<file path="src/rtl/reg_file_wb_pkg.sv">
// Shared constants and types for the register file with write-back staging.
package reg_file_wb_pkg;

  localparam int DATA_W = 8;
  localparam int NREG   = 4;
  localparam int ADDR_W = 2;

  localparam logic [DATA_W-1:0] RESET_VAL = '0;

  typedef enum logic {
    WB_IDLE = 1'b0,
    WB_PEND = 1'b1
  } wb_state_e;

endpackage

</file>
<file path="src/rtl/reg_file_wb_wb_stage.sv">
// One-entry write-back register: holds the staged write and flags read-port
// address matches so the top can forward the pending value.
module wb_stage
  import reg_file_wb_pkg::*;
(
  input  logic              clk,
  input  logic              reset_n,
  input  logic              reg_write,
  input  logic [ADDR_W-1:0] write_reg,
  input  logic [DATA_W-1:0] write_data,
  input  logic [ADDR_W-1:0] rd_addr1,
  input  logic [ADDR_W-1:0] rd_addr2,
  output wb_state_e         wb_state,
  output logic [ADDR_W-1:0] wb_addr,
  output logic [DATA_W-1:0] wb_data,
  output logic              match1,
  output logic              match2
);

  wb_state_e         state_q, state_d;
  logic [ADDR_W-1:0] addr_q, addr_d;
  logic [DATA_W-1:0] data_q, data_d;

  always_ff @(posedge clk or negedge reset_n) begin
    if (!reset_n) begin
      state_q <= WB_IDLE;
      addr_q  <= '0;
      data_q  <= RESET_VAL;
    end else begin
      state_q <= state_d;
      addr_q  <= addr_d;
      data_q  <= data_d;
    end
  end

  // RegWrite is a one-cycle valid with no ready: every request is accepted,
  // and a PEND entry commits on the same edge that captures the next one.
  always_comb begin
    state_d = reg_write ? WB_PEND : WB_IDLE;
    addr_d  = addr_q;
    data_d  = data_q;
    if (reg_write) begin
      addr_d = write_reg;
      data_d = write_data;
    end
  end

  always_comb begin
    wb_state = state_q;
    wb_addr  = addr_q;
    wb_data  = data_q;
    match1   = (state_q == WB_PEND) && (addr_q == rd_addr1);
    match2   = (state_q == WB_PEND) && (addr_q == rd_addr2);
  end

endmodule

</file>
<file path="src/rtl/reg_file_wb.sv">
// Register file feeding the ALU operands; results are staged one cycle in
// wb_stage and forwarded to the read ports until they commit.
module reg_file_wb
  import reg_file_wb_pkg::*;
(
  input  logic              clk,
  input  logic              reset_n,
  input  logic [ADDR_W-1:0] Readreg1,
  input  logic [ADDR_W-1:0] Readreg2,
  input  logic [ADDR_W-1:0] Writereg,
  input  logic [DATA_W-1:0] Writedata,
  input  logic              RegWrite,
  output logic [DATA_W-1:0] Readdata1,
  output logic [DATA_W-1:0] Readdata2,
  input  logic [ADDR_W-1:0] Dbgreg,
  output logic [DATA_W-1:0] Dbgdata,
  output logic              Wb_pending
);

  wb_state_e         wb_state;
  logic [ADDR_W-1:0] wb_addr;
  logic [DATA_W-1:0] wb_data;
  logic              match1;
  logic              match2;

  logic [DATA_W-1:0] regs_q [NREG];
  logic [DATA_W-1:0] regs_d [NREG];

  wb_stage u_wb_stage (
    .clk        (clk),
    .reset_n    (reset_n),
    .reg_write  (RegWrite),
    .write_reg  (Writereg),
    .write_data (Writedata),
    .rd_addr1   (Readreg1),
    .rd_addr2   (Readreg2),
    .wb_state   (wb_state),
    .wb_addr    (wb_addr),
    .wb_data    (wb_data),
    .match1     (match1),
    .match2     (match2)
  );

  always_comb begin
    regs_d = regs_q;
    if (wb_state == WB_PEND) regs_d[wb_addr] = wb_data;
  end

  always_ff @(posedge clk or negedge reset_n) begin
    if (!reset_n) begin
      for (int i = 0; i < NREG; i++) regs_q[i] <= RESET_VAL;
    end else begin
      regs_q <= regs_d;
    end
  end

  // Only the staged write is forwarded; Writedata never reaches the read
  // ports combinationally, so no loop forms through the ALU.
  always_comb begin
    Readdata1  = match1 ? wb_data : regs_q[Readreg1];
    Readdata2  = match2 ? wb_data : regs_q[Readreg2];
    Dbgdata    = regs_q[Dbgreg];
    Wb_pending = (wb_state == WB_PEND);
  end

endmodule

</file>
<file path="config.mk">
export PLATFORM = sky130hd
export DESIGN_NAME = reg_file_wb
export DESIGN_NICKNAME = d
export VERILOG_FILES = /design/src/rtl/reg_file_wb_pkg.sv /design/src/rtl/reg_file_wb_wb_stage.sv /design/src/rtl/reg_file_wb.sv
export SDC_FILE = /design/constraint.sdc
export NUM_CORES = 1
export LEC_CHECK = 0
export ABC_AREA = 1
export CORE_AREA = 8 8 70 103
export DETAILED_ROUTE_END_ITERATION = 10
export DIE_AREA = 0 0 78 111
export GPL_TIMING_DRIVEN = 0
export PLACE_DENSITY = 0.75
export SLEW_MARGIN = 30
export SYNTH_ARGS = -nofsm -noshare
export SYNTH_HDL_FRONTEND = slang
export SYNTH_SLANG_ARGS = --single-unit
</file>
<file path="constraint.sdc">
create_clock -name clk -period 1.2 [get_ports clk]
set_clock_uncertainty 0.15 [all_clocks]
set_input_delay 0.18 -clock clk [delete_from_list [all_inputs] [get_ports clk]]
set_output_delay 0.18 -clock clk [all_outputs]
set_load 0.02 [all_outputs]
</file>
After elaboration in Yosys (flattened, before gate mapping) --
Cells that the tools add are included.
Storage, ports and cells: memory bits (read-only) 0, flip-flop bits (word level) 43, output and inout port bits 25, logic and storage cells 36, input bits 19, RAM bits 0, memories kept 0, bits in latches 0
Cells by class: add/subtract/negate cells 0, div/mod/pow operators 0, shift operators 0, reduce and logical (&&, ||, !) cells 3, bitwise logic cells 4, eq/ne operators 2, multiplexer cells 15, order comparisons 5, multipliers 0
Operator list (number):
- 2-to-1 mux 8 bit | 9
- binary-select mux 8 bit (select 2 bit) | 3
- bitwise mux 32 bit | 1
- demux 8 bit (select 2 bit) | 1
- >= comparator 3 bit, second input constant | 4
- inverter 2 -> 3 bit | 4
- == test 2 bit | 2
- logical AND 1 bit | 3
- less-than comparator 3 x 1 -> 1 bit, second input constant | 1
- 2-to-1 mux 1 bit | 1

Longest topological paths before layout --
Gate-level depths: netlist of the first run.
word-level depth 6, mapped depth 8, gate-level depth less buffers 6

Cells and area by module --
Synthesis of the first run repeated with hierarchy kept, for this count alone.
Unflattened totals: cells, all modules 429, area, all modules 2882.8 µm²
Modules (own cells, without submodules):
- reg_file_wb | sequential area each 800.8 µm², cells an instance 368, area each 2359.8 µm², instances 1
- wb_stage | sequential area each 275.3 µm², cells an instance 61, area each 523.0 µm², instances 1

Worst setup path before layout of the first run --
Ideal clock, no wire load.
kind reg-to-output, start register u_wb_stage.state_q (netlist: u_wb_stage.wb_state), end output port Readdata2[0], path buffers 0, arrival 1139 ps, setup slack -269 ps, cell stages (with the launch flop) 6, cells stage by stage dfrtp_1 -> nand2_1 -> nand2_2 -> nand3_4 -> nand2_1 -> nand2_1
Between the ends: cells in the longest elaborated chain, start to end 2
RTL lines:
- start, declared | RTL line reg_file_wb_wb_stage.sv:20 | wb_state_e state_q, state_d;
- start signal, assigned | RTL line reg_file_wb_wb_stage.sv:30 | state_q <= state_d;
- logical AND 1 bit | RTL line reg_file_wb_wb_stage.sv:53 | match2 = (state_q == WB_PEND) && (addr_q == rd_addr2);
- 2-to-1 mux 8 bit | RTL line reg_file_wb.sv:61 | Readdata2 = match2 ? wb_data : regs_q[Readreg2];
- end, declared | RTL line reg_file_wb.sv:14 | output logic [DATA_W-1:0] Readdata2,
No other way between the ends.

Worst setup path in the final report of the first run --
start register u_wb_stage.addr_q[1] (netlist: u_wb_stage.wb_addr[1]), end output port Readdata1[3]
Between the ends: cells in the longest elaborated chain, start to end 3
RTL lines:
- start, declared | RTL line reg_file_wb_wb_stage.sv:21 | logic [ADDR_W-1:0] addr_q, addr_d;
- start signal, assigned | RTL line reg_file_wb_wb_stage.sv:31 | addr_q <= addr_d;
- == test 2 bit | RTL line reg_file_wb_wb_stage.sv:52 | match1 = (state_q == WB_PEND) && (addr_q == rd_addr1);
- logical AND 1 bit | RTL line reg_file_wb_wb_stage.sv:52
- 2-to-1 mux 8 bit | RTL line reg_file_wb.sv:60 | Readdata1 = match1 ? wb_data : regs_q[Readreg1];
- end, declared | RTL line reg_file_wb.sv:13 | output logic [DATA_W-1:0] Readdata1,
No other way between the ends.

==> out/metrics.cfg, run 1 <==
[run_status]
outcome=complete, but fails checks
failed_checks=setup timing

[synth]
post_synth_inst_count=412
synth_top_cells_by_area=sky130_fd_sc_hd__dfrtp_1 39%, sky130_fd_sc_hd__nand2_1 24%, sky130_fd_sc_hd__o21ai_0 7.9%, sky130_fd_sc_hd__nand3_1 6.2%, sky130_fd_sc_hd__inv_1 5.9%
synthesis.area_mm2=0.00273
synth_nets=431
postSynthRegisterBits=43
synth_top_area_cell=sky130_fd_sc_hd__dfrtp_1
seq_area_frac_synth=0.394
syn_area_per_cell_um2=6.62
ys_warn_count=0
synth_top_area_share=0.394
yosys.cell_types.count=15

[critical_path]
max_stage_delay_ns=0.47
critical-path-top-delay-family=simple AND/OR/NAND/NOR gates
cpMaxStageDelayCell=sky130_fd_sc_hd__dfrtp_2
setup.worst_path.start=u_wb_stage.wb_addr[1]$_DFFE_PN0P_
critical_path.most_common_cell=sky130_fd_sc_hd__nand2_2
rr_worst_depth=7
cp_cell_sequence=nand2_2 -> nand3_4 -> nand2_2 -> nand2_2 -> buf_6
regToRegSetupSlack_ns=-0.34
critical_path.startpoint_type=flip-flop
timing.rr.start=u_wb_stage.wb_addr[0]$_DFFE_PN0P_
timing.critical_path.depth=5
critical_path.max_fanout=9
worstReg2RegEnd=regs_q[26]$_DFFE_PN0P_
data_required_time_of_the_worst_path_ns=0.87
critPathCaptureType=output port
path_buf_inv=1
critical_path_arrival_ns=1.50
critPathCapture=Readdata1[3]
classification_of_the_worst_setup_path=flip-flop to output port

[grt]
grt_pass1_wl_um=15400
overflow=0
grt_max_degree=26
groute.usage.overall=0.224
via_count_of_the_first_global_routing_pass=2998
initial_antenna_violation_count=0

[die]
floorplan.die.height_um=111
floorplan.io_pins=44
die_w_um=78
core_region_area_mm2=0.00570
initial_utilization=0.479
floorplan.die_area_mm2=0.00866
fp-row-count=34

[timing]
worst_slew_pin_slew_ns=0.455
final_critical_path_share_of_the_clock_period=1.53
final-setup-viol-count=57
finalHoldViolations=0
final.setup.worst_slack_ns=-0.631
report.final.slew_viol_count=0
fmax_mhz=546
timing.max_slew.rel_slack=0.697
timing.final.crit_period_ns=1.83
rsz0062_at_grt=yes

[routing]
vias=3124
routed_wirelength_um=10100
route.detailed.drc=0
drt-wirelength-per-cell_um=18.1
viasPerCell=5.62
drt_pass1_iterations=5
postRouteAntennaNets=0
initialDrtViolationCount=451

[cts]
clk_pin_slew_ns=0.08
clock-sinks=43
clock_tree.root_cell=sky130_fd_sc_hd__clkbuf_8
insertion_delay_ns=0.30
cts_htree_levels=2
cts_buffer_depth=2
tritoncts=built
cts_buffers=5

[pwr]
clock_power_share=0.198
power_density_mw_per_mm2=1430
ir_drop_mv=1.54
leakagePower_nw=1.98
switchingPower_mw=2.20
cellInternalPower_mw=3.35
sequentialPowerShare=0.362
switching_share=0.396
share_comb_of_total_power=0.440

[final_layout]
synthToLayoutAreaGrowth_pct=42.4
finalNonFillerCells=556
antenna-diode-count=0
drive_above_1_share=0.349
finish.net_count=502

[hold_path]
hold_path.class=primary input to asynchronous set/reset pin

[placed_design]
buffer_ports.inserted=38
dp.final_hpwl_um=6770
placement.setup.worst_slack_ns=-1.18
place_congestion=0.971
dpl.cell_count=523

[run]
timing.max_cap.violations=0

cell families after synthesis:
logic type / after synthesis / share of synthesized area
compound gates: 66 / 0.128
simple gates: 237 / 0.374
flops: 43 / 0.394
buf+inv: 66 / 0.104
placed cells by master, fill, tap and decap left out:
| cell | n |
|---|---|
| sky130_fd_sc_hd__nand2_8 | 2 |
| sky130_fd_sc_hd__buf_2 | 10 |
| sky130_fd_sc_hd__clkdlybuf4s50_1 | 11 |
| sky130_fd_sc_hd__buf_4 | 13 |
| sky130_fd_sc_hd__clkbuf_8 | 7 |
| sky130_fd_sc_hd__nand4_1 | 16 |
| sky130_fd_sc_hd__inv_6 | 1 |
| sky130_fd_sc_hd__nand2_4 | 7 |
| sky130_fd_sc_hd__inv_2 | 21 |
| sky130_fd_sc_hd__buf_16 | 1 |
| sky130_fd_sc_hd__nand3_1 | 32 |
| sky130_fd_sc_hd__buf_6 | 37 |
| sky130_fd_sc_hd__o21ai_1 | 25 |
| sky130_fd_sc_hd__clkbuf_1 | 2 |
| sky130_fd_sc_hd__nand3_4 | 4 |
| sky130_fd_sc_hd__a21oi_1 | 4 |
| sky130_fd_sc_hd__dfrtp_2 | 2 |
| sky130_fd_sc_hd__inv_4 | 1 |
| sky130_fd_sc_hd__inv_1 | 24 |
| sky130_fd_sc_hd__nand2_1 | 134 |
| sky130_fd_sc_hd__dlygate4sd3_1 | 1 |
| sky130_fd_sc_hd__dlygate4sd2_1 | 1 |
| sky130_fd_sc_hd__clkbuf_2 | 3 |
| sky130_fd_sc_hd__buf_8 | 2 |
| sky130_fd_sc_hd__o21ai_4 | 1 |
| sky130_fd_sc_hd__bufinv_16 | 1 |
| sky130_fd_sc_hd__dfrtp_1 | 41 |
| sky130_fd_sc_hd__o211ai_1 | 8 |
| sky130_fd_sc_hd__a21oi_2 | 4 |
| sky130_fd_sc_hd__nand2_2 | 44 |
| sky130_fd_sc_hd__o21ai_0 | 16 |
| sky130_fd_sc_hd__o21ai_2 | 8 |
cell usage after synthesis (all sizes together):
cell type / n
nand2: 185
o21ai: 50
inv: 47
dfrtp: 43
nand3: 36
nand4: 16
buf: 13
a21oi: 8
o211ai: 8
clkbuf: 6
per-layer routing:
| layer | global-route usage | up-vias | share of wire |
|---|---|---|---|
| met3 | 0.0317 | 43 | 0.069 |
| met2 | 0.381 | 164 | 0.52 |
| met1 | 0.253 | 1442 | 0.35 |
| li1 | - | 1475 | - |
| met5 | 0 | - | 0 |
| met4 | 0.144 | 0 | 0.059 |
cell type report:
class	instances	area, um^2
clock buffers	7	76.3
inverters	47	184
plain buffers	19	144
clock inverters	1	30.0
well taps	72	90.1
repair buffers	62	649
multi-input cells	305	1630
fillers	489	1810
flip-flops and latches	43	1080
how the worst min path moves through the flow:
stage,endpoint,slack (ns)
floorplan,regs_q[0]$_DFFE_PN0P_,-0.27
global placement,regs_q[6]$_DFFE_PN0P_,0.32
detailed placement,regs_q[21]$_DFFE_PN0P_,0.0007
CTS,u_wb_stage.wb_data[4]$_DFFE_PN0P_,0.22
global route,u_wb_stage.wb_state$_DFF_PN0_,0.25
finish,u_wb_stage.wb_data[4]$_DFFE_PN0P_,0.22
metrics by stage:
stage | utilization | area (um^2) | TNS (ns) | total power, mW | hold slack (ns)
6_report | 0.682 | 3890 | -17.22 | 5.55 | 0.217
5_1_grt | 0.682 | 3890 | -20.29 | 5.87 | 0.248
4_1_cts | 0.653 | 3720 | -16.54 | 5.31 | 0.219
3_5_place_dp | 0.578 | 3300 | -29.63 | 3.92 | 0.000735
3_3_place_gp | 0.574 | 3270 | -81.63 | 3.87 | 0.319
2_1_floorplan | - | 2800 | -2.34 | 3.14 | -0.266
sequential cells by signal (all words and copies together) (netlist names):
name	cells
regs_q	32
u_wb_stage.wb_data	8
u_wb_stage.wb_addr	2
u_wb_stage.wb_state	1
worst register-to-register path: stages (launching register included):
cell,delay (ns)
sky130_fd_sc_hd__dfrtp_1,0.42
sky130_fd_sc_hd__inv_2,0.14
sky130_fd_sc_hd__buf_4,0.14
sky130_fd_sc_hd__buf_8,0.12
sky130_fd_sc_hd__nand3_4,0.14
sky130_fd_sc_hd__buf_6,0.16
sky130_fd_sc_hd__nand2_1,0.06
sky130_fd_sc_hd__o21ai_1,0.09
power by group through the flow:
stage	sequential [mW]	clock, mW	combinational, mW
floorplan	1.91	0	1.23
global placement	1.98	0	1.89
detailed placement	1.99	0	1.93
CTS	1.98	1.11	2.22
global route	2.04	1.17	2.66
finish	2.01	1.10	2.44
timing repair:
| action | in CTS | in global routing |
|---|---|---|
| setup endpoints to repair | 57 | 66 |
| buffers inserted | 11 | 10 |
| cloned | 5 | 0 |
| hold buffers | 1 | 0 |
| endpoints found under the hold margin | 18 | 0 |
| pin swaps | 26 | 14 |
| gates resized for setup | 231 | 50 |
Power figures use the tool's default switching activity.
==> run 2: changes to the inputs <==
--- a/config.mk
+++ b/config.mk
@@ -6,11 +6,11 @@
 export NUM_CORES = 1
 export LEC_CHECK = 0
 export ABC_AREA = 1
-export CORE_AREA = 8 8 70 103
+export CORE_AREA = 8 8 68 99
 export DETAILED_ROUTE_END_ITERATION = 10
-export DIE_AREA = 0 0 78 111
+export DIE_AREA = 0 0 76 107
 export GPL_TIMING_DRIVEN = 0
-export PLACE_DENSITY = 0.75
+export PLACE_DENSITY = 0.78
 export SLEW_MARGIN = 30
 export SYNTH_ARGS = -nofsm -noshare
 export SYNTH_HDL_FRONTEND = slang
==> constraint.sdc (replaced) <==
create_clock -name clk -period 1.9 [get_ports clk]
set_clock_uncertainty 0.15 [all_clocks]
set_input_delay 0.285 -clock clk [delete_from_list [all_inputs] [get_ports clk]]
set_output_delay 0.285 -clock clk [all_outputs]
set_load 0.02 [all_outputs]
==> out/metrics.cfg, run 2 (same netlist as run 1, synthesis figures left out) <==
[run_status]
outcome=complete, but fails checks  ; unchanged
failed_checks=setup timing  ; unchanged

[grt]
grt_max_degree=31  ; was 26
initial_antenna_violation_count=0  ; unchanged
overflow=0  ; unchanged
via_count_of_the_first_global_routing_pass=2876  ; was 2998
grt_pass1_wl_um=14500  ; was 15400 um
groute.usage.overall=0.220  ; was 0.224

[die]
core_region_area_mm2=0.00533  ; was 0.00570 mm^2
floorplan.io_pins=44  ; unchanged
die_w_um=76  ; was 78 um
floorplan.die_area_mm2=0.00813  ; was 0.00866 mm^2
floorplan.die.height_um=107  ; was 111 um
initial_utilization=0.512  ; was 0.479
fp-row-count=33  ; was 34

[routing]
route.detailed.drc=0  ; unchanged
drt-wirelength-per-cell_um=16.7  ; was 18.1 um
vias=2971  ; was 3124
routed_wirelength_um=9090  ; was 10100 um
initialDrtViolationCount=363  ; was 451
drt_pass1_iterations=5  ; unchanged
viasPerCell=5.47  ; was 5.62
postRouteAntennaNets=0  ; unchanged

[final_layout]
antenna-diode-count=0  ; unchanged
mostFrequentLayoutCell=sky130_fd_sc_hd__nand2_1  ; unchanged
max_flop_register=regs_q  ; unchanged
synthToLayoutAreaGrowth_pct=29.2  ; was 42.4%
final_cell_mix=150 x sky130_fd_sc_hd__nand2_1, 42 x sky130_fd_sc_hd__o21ai_0, 41 x sky130_fd_sc_hd__inv_1, 41 x sky130_fd_sc_hd__dfrtp_1, 34 x sky130_fd_sc_hd__nand3_1  ; was 134 x sky130_fd_sc_hd__nand2_1, 44 x sky130_fd_sc_hd__nand2_2, 41 x sky130_fd_sc_hd__dfrtp_1
finalCoreUtilization=0.662  ; was 0.682
finalNonFillerCells=543  ; was 556
largest_reg_flops=32  ; unchanged
finish.net_count=491  ; was 502
drive_above_1_share=0.218  ; was 0.349

[cts]
cts_buffers=5  ; unchanged
clock-sinks=43  ; unchanged
tritoncts=built  ; unchanged
insertion_delay_ns=0.30  ; about the same
cts_buffer_depth=2  ; unchanged
clk_pin_slew_ns=0.08  ; about the same
cts_htree_levels=2  ; unchanged
clock_tree.root_cell=sky130_fd_sc_hd__clkbuf_8  ; unchanged

[critical_path]
critical_path.startpoint_type=flip-flop  ; unchanged
cpMaxStageDelayCell=sky130_fd_sc_hd__dfrtp_1  ; was sky130_fd_sc_hd__dfrtp_2
critical_path.max_fanout=8  ; was 9
critical_path.most_common_cell=sky130_fd_sc_hd__nand2_1  ; was sky130_fd_sc_hd__nand2_2
critPathCaptureType=output port  ; unchanged
critical_path_arrival_ns=1.50  ; about the same
classification_of_the_worst_setup_path=flip-flop to output port  ; unchanged
max_stage_delay_ns=0.42  ; was 0.47 ns
data_required_time_of_the_worst_path_ns=1.46  ; was 0.87 ns
cp_cell_sequence=inv_2 -> nand2_2 -> nand2_4 -> nand3_4 -> nand2_1 -> nand2_1 -> buf_6  ; was nand2_2 -> nand3_4 -> nand2_2 -> nand2_2 -> buf_6

[timing]
finalHoldViolations=0  ; unchanged
rsz0062_at_grt=yes  ; unchanged
final_critical_path_share_of_the_clock_period=1.02
fin_setup_tns_ns=-0.206  ; was -17.22 ns
timing.final.crit_period_ns=1.94
fmax_mhz=517
final.setup.worst_slack_ns=-0.0355  ; was -0.631 ns
report.final.slew_viol_count=0  ; unchanged
timing.max_slew.rel_slack=0.734  ; was 0.697
worst_slew_pin_slew_ns=0.399  ; was 0.455 ns
final-setup-viol-count=10  ; was 57

[pwr]
power_density_mw_per_mm2=896  ; was 1430 mW/mm^2
ir_drop_mv=0.815  ; was 1.54 mV
power.total_mw=3.16  ; was 5.55 mW
leakagePower_nw=1.87  ; was 1.98 nW

[placed_design]
dp.final_hpwl_um=6720  ; was 6770 um
place_congestion=0.933  ; was 0.971
dpl.cell_count=521  ; was 523
buffer_ports.inserted=38  ; unchanged

[hold_path]
hold_path.class=primary input to asynchronous set/reset pin  ; unchanged

[run]
timing.max_cap.violations=0  ; unchanged

==> run 2: cell types whose count changed in the layout (fill, tap and decap cells not counted), sizes merged <==
| cell | change |
|---|---|
| buf | -22 |
| bufinv | -1 |
| clkbuf | +3 |
| clkdlybuf4s15 | +3 |
| clkdlybuf4s50 | +1 |
| clkinvlp | +1 |
| dlygate4sd2 | +3 |
| nand2 | +1 |
==> run 2: worst paths after layout <==
kind | start | slack (ns) | cells past startpoint | end
setup / recovery | u_wb_stage.wb_addr[0]$_DFFE_PN0P_ | -0.04 | 7 | Readdata2[3]
hold / removal | reset_n | 0.26 | 2 | regs_q[29]$_DFFE_PN0P_
setup reg to reg | u_wb_stage.wb_addr[0]$_DFFE_PN0P_ | 0.23 | 7 | regs_q[30]$_DFFE_PN0P_
hold reg to reg | regs_q[21]$_DFFE_PN0P_ | 0.34 | 2 | regs_q[21]$_DFFE_PN0P_
max in group asynchronous | reset_n | 0.87 | 3 | u_wb_stage.wb_state$_DFF_PN0_
min in group clk | RegWrite | 0.33 | 1 | u_wb_stage.wb_state$_DFF_PN0_
==> run 2: timing repair <==
action / CTS / global route
setup buffers: 4 / 6
hold buffers: 1 / 0
setup endpoints to repair: 24 / 20
gates cloned: 2 / 1
gates resized for setup: 106 / 44
pin swaps: 5 / 12
endpoints found under the hold margin: 13 / 0
==> run 2: stage by stage <==
step	setup slack (ns)	hold WS [ns]	cell area [um^2]
2_1_floorplan	0.326	-0.161	2730
3_3_place_gp	-0.609	0.319	3200
3_5_place_dp	-0.604	0.0466	3210
4_1_cts	-0.0241	0.258	3370
5_1_grt	-0.0872	0.289	3520
6_report	-0.0355	0.257	3520
==> run 2: cell type report <==
cell class,count,area [um^2]
fillers,470,1800
multi-input cells,306,1490
flip-flops and latches,43,1080
repair buffers,50,459
inverters,47,176
plain buffers,19,128
clock buffers,7,96.3
well taps,70,87.6
clock inverters,1,7.51
==> run 2: worst max-delay path: cells and delay by family (launching register included) <==
kind	cells	cell delay (ns)
buffers and inverters	2	0.25
DFF	1	0.42
and+or+nand+nor	5	0.52
==> run 2: metal layers <==
layer  global-route usage  wire length, um
met2                0.366             4650
met5                    0                0
met4                0.149              346
met1                0.260             3660
met3               0.0268              430
==> run 2: power breakdown <==
part	internal (mW)	switching, mW
clock	0.330	0.299
combinational	0.471	0.818
sequential	1.10	0.143
==> run 3: changes to the inputs <==
--- a/config.mk
+++ b/config.mk
@@ -6,11 +6,13 @@
 export NUM_CORES = 1
 export LEC_CHECK = 0
 export ABC_AREA = 1
-export CORE_AREA = 8 8 68 99
+export CELL_PAD_IN_SITES_DETAIL_PLACEMENT = 2
+export CELL_PAD_IN_SITES_GLOBAL_PLACEMENT = 2
+export CORE_AREA = 8 8 89 130
 export DETAILED_ROUTE_END_ITERATION = 10
-export DIE_AREA = 0 0 76 107
+export DIE_AREA = 0 0 97 138
 export GPL_TIMING_DRIVEN = 0
-export PLACE_DENSITY = 0.78
+export PLACE_DENSITY_LB_ADDON = 0.1
 export SLEW_MARGIN = 30
 export SYNTH_ARGS = -nofsm -noshare
 export SYNTH_HDL_FRONTEND = slang
==> out/metrics.cfg, run 3 (same netlist as run 1, synthesis figures left out) <==
[die]
die_w_um=97  ; was 76 um
fp-row-count=44  ; was 33
floorplan.io_pins=44  ; unchanged
floorplan.die.height_um=138  ; was 107 um
core_region_area_mm2=0.00963  ; was 0.00533 mm^2
floorplan.die_area_mm2=0.0134  ; was 0.00813 mm^2
initial_utilization=0.283  ; was 0.512

[critical_path]
critPathCaptureType=output port  ; unchanged
critical-path-top-delay-family=flip-flops  ; was simple AND/OR/NAND/NOR gates
critical_path_arrival_ns=1.53  ; was 1.50 ns
classification_of_the_worst_setup_path=flip-flop to output port  ; unchanged
cpMaxStageDelayCell=sky130_fd_sc_hd__dfrtp_2  ; was sky130_fd_sc_hd__dfrtp_1
cp_cell_sequence=inv_4 -> nand2_4 -> nand2_4 -> nand3_4 -> buf_6 -> nand2_4 -> nand2_2 -> buf_6  ; was inv_2 -> nand2_2 -> nand2_4 -> nand3_4 -> nand2_1 -> nand2_1 -> buf_6
path_buf_inv=3  ; was 2
regToRegSetupSlack_ns=0.23  ; about the same
data_required_time_of_the_worst_path_ns=1.46  ; about the same
critical_path.startpoint_type=flip-flop  ; unchanged
critical_path.max_fanout=8  ; unchanged
max_stage_delay_ns=0.46  ; was 0.42 ns
critical_path.most_common_cell=sky130_fd_sc_hd__nand2_4  ; was sky130_fd_sc_hd__nand2_1

[final_layout]
final_cell_mix=168 x sky130_fd_sc_hd__nand2_1, 43 x sky130_fd_sc_hd__o21ai_0, 41 x sky130_fd_sc_hd__inv_1  ; was 150 x sky130_fd_sc_hd__nand2_1, 42 x sky130_fd_sc_hd__o21ai_0, 41 x sky130_fd_sc_hd__inv_1, 41 x sky130_fd_sc_hd__dfrtp_1, 34 x sky130_fd_sc_hd__nand3_1
drive_above_1_share=0.179  ; was 0.218
layout.area.seq_mm2=0.00108  ; about the same
finish.net_count=488  ; was 491
combined_area_of_the_multi_input_logic_cells_mm2=0.00145  ; was 0.00149 mm^2
largest_reg_flops=32  ; unchanged
antenna-diode-count=0  ; unchanged
fill_cells=1175  ; was 470
max_flop_register=regs_q  ; unchanged
synthToLayoutAreaGrowth_pct=29.9  ; was 29.2%
mostFrequentLayoutCell=sky130_fd_sc_hd__nand2_1  ; unchanged

[grt]
grt_max_degree=29  ; was 31
overflow=0  ; unchanged
groute.usage.overall=0.178  ; was 0.220
via_count_of_the_first_global_routing_pass=3399  ; was 2876
initial_antenna_violation_count=0  ; unchanged
grt_pass1_wl_um=18900  ; was 14500 um

[routing]
drt_pass1_iterations=4  ; was 5
initialDrtViolationCount=130  ; was 363
postRouteAntennaNets=0  ; unchanged
drt-wirelength-per-cell_um=20.1  ; was 16.7 um
viasPerCell=5.14  ; was 5.47
vias=3005  ; was 2971
routed_wirelength_um=11700  ; was 9090 um
route.detailed.drc=0  ; unchanged

[run]
timing.max_cap.violations=0  ; unchanged

[timing]
finalHoldViolations=0  ; unchanged
timing.max_slew.rel_slack=0.734  ; about the same
rsz0062_at_grt=yes  ; unchanged
report.final.slew_viol_count=0  ; unchanged
final.setup.worst_slack_ns=-0.0604  ; was -0.0355 ns
worst_slew_pin_slew_ns=0.399  ; about the same
final-setup-viol-count=1  ; was 10
final_critical_path_share_of_the_clock_period=1.03  ; was 1.02
timing.final.crit_period_ns=1.96  ; was 1.94 ns
fin_setup_tns_ns=-0.0604  ; was -0.206 ns
timing.hold.ws_ns=0.302  ; was 0.257 ns
fmax_mhz=510  ; was 517 MHz

[run_status]
failed_checks=setup timing  ; unchanged
outcome=complete, but fails checks  ; unchanged

[cts]
clock-sinks=43  ; unchanged
cts_buffers=5  ; unchanged
clk_pin_slew_ns=0.06  ; was 0.08 ns
cts_htree_levels=2  ; unchanged
insertion_delay_ns=0.29  ; was 0.30 ns
tritoncts=built  ; unchanged
cts_buffer_depth=2  ; unchanged
clock_tree.root_cell=sky130_fd_sc_hd__clkbuf_16  ; was sky130_fd_sc_hd__clkbuf_8

[pwr]
leakagePower_nw=1.87  ; about the same
ir_drop_mv=0.854  ; was 0.815 mV
power.total_mw=3.42  ; was 3.16 mW
power_density_mw_per_mm2=965  ; was 896 mW/mm^2

[placed_design]
dp.final_hpwl_um=9070  ; was 6720 um
placement.setup.worst_slack_ns=-0.699  ; was -0.604 ns
buffer_ports.inserted=38  ; unchanged
place_congestion=0.807  ; was 0.933

[hold_path]
hold_path.class=primary input to asynchronous set/reset pin  ; unchanged

[run 3: cell types whose count changed in the layout (fill, tap and decap cells not counted), moves of 5 or more]
cell	change
sky130_fd_sc_hd__nand2_1	+18
sky130_fd_sc_hd__nand2_2	-18
sky130_fd_sc_hd__buf_6	-10
sky130_fd_sc_hd__buf_4	+8
sky130_fd_sc_hd__clkbuf_16	+5
sky130_fd_sc_hd__clkbuf_8	-5
[run 3: final cells by class]
class	instances	area share
plain buffers	19	0.0402
clock buffers	8	0.0441
inverters	47	0.0512
multi-input cells	306	0.408
flip-flops and latches	43	0.305
well taps	115	0.0406
repair buffers	47	0.111
[run 3: timing repair]
item / in CTS / in global routing
gates resized for setup: 118 / 13
endpoints found under the hold margin: 15 / 0
pin swaps: 3 / 6
hold buffers: 1 / 0
setup buffers: 5 / 2
setup endpoints to repair: 24 / 21
gates cloned: 3 / 0
[run 3: path summary, 6_finish.rpt]
path / startpoint / endpoint / depth (start not counted)
min in group clk: regs_q[16]$_DFFE_PN0P_ / regs_q[16]$_DFFE_PN0P_ / 2
max in group asynchronous: reset_n / u_wb_stage.wb_addr[1]$_DFFE_PN0P_ / 3
hold / removal: reset_n / regs_q[29]$_DFFE_PN0P_ / 2
setup reg to reg: u_wb_stage.wb_addr[0]$_DFFE_PN0P_ / regs_q[25]$_DFFE_PN0P_ / 5
hold reg to reg: regs_q[16]$_DFFE_PN0P_ / regs_q[16]$_DFFE_PN0P_ / 2
setup / recovery: u_wb_stage.wb_addr[0]$_DFFE_PN0P_ / Readdata1[6] / 8
[run 3: power by group]
part	switching, mW	internal (mW)	total, mW	leakage (nW)
Combinational	0.838	0.425	1.26	1.25
Sequential	0.156	1.10	1.25	0.536
Clock	0.344	0.560	0.904	0.0772
Total	1.34	2.08	3.42	1.87
[run 3: stage by stage]
| step | std cells | utilization | instance area [um^2] |
|---|---|---|---|
| finish | 585 | 0.368 | 3540 |
| global route | 585 | 0.368 | 3540 |
| CTS | 583 | 0.365 | 3520 |
| detailed placement | 566 | 0.339 | 3270 |
| global placement | 565 | 0.338 | 3250 |
| floorplan | 412 | - | 2730 |
[run 3: metal layers]
layer	routed length [um]	vias to the layer above	track usage
met5	0	-	0
met1	4650	1494	0.199
met4	439	0	0.0846
met3	426	18	0.0214
li1	-	1439	-
met2	6230	54	0.323
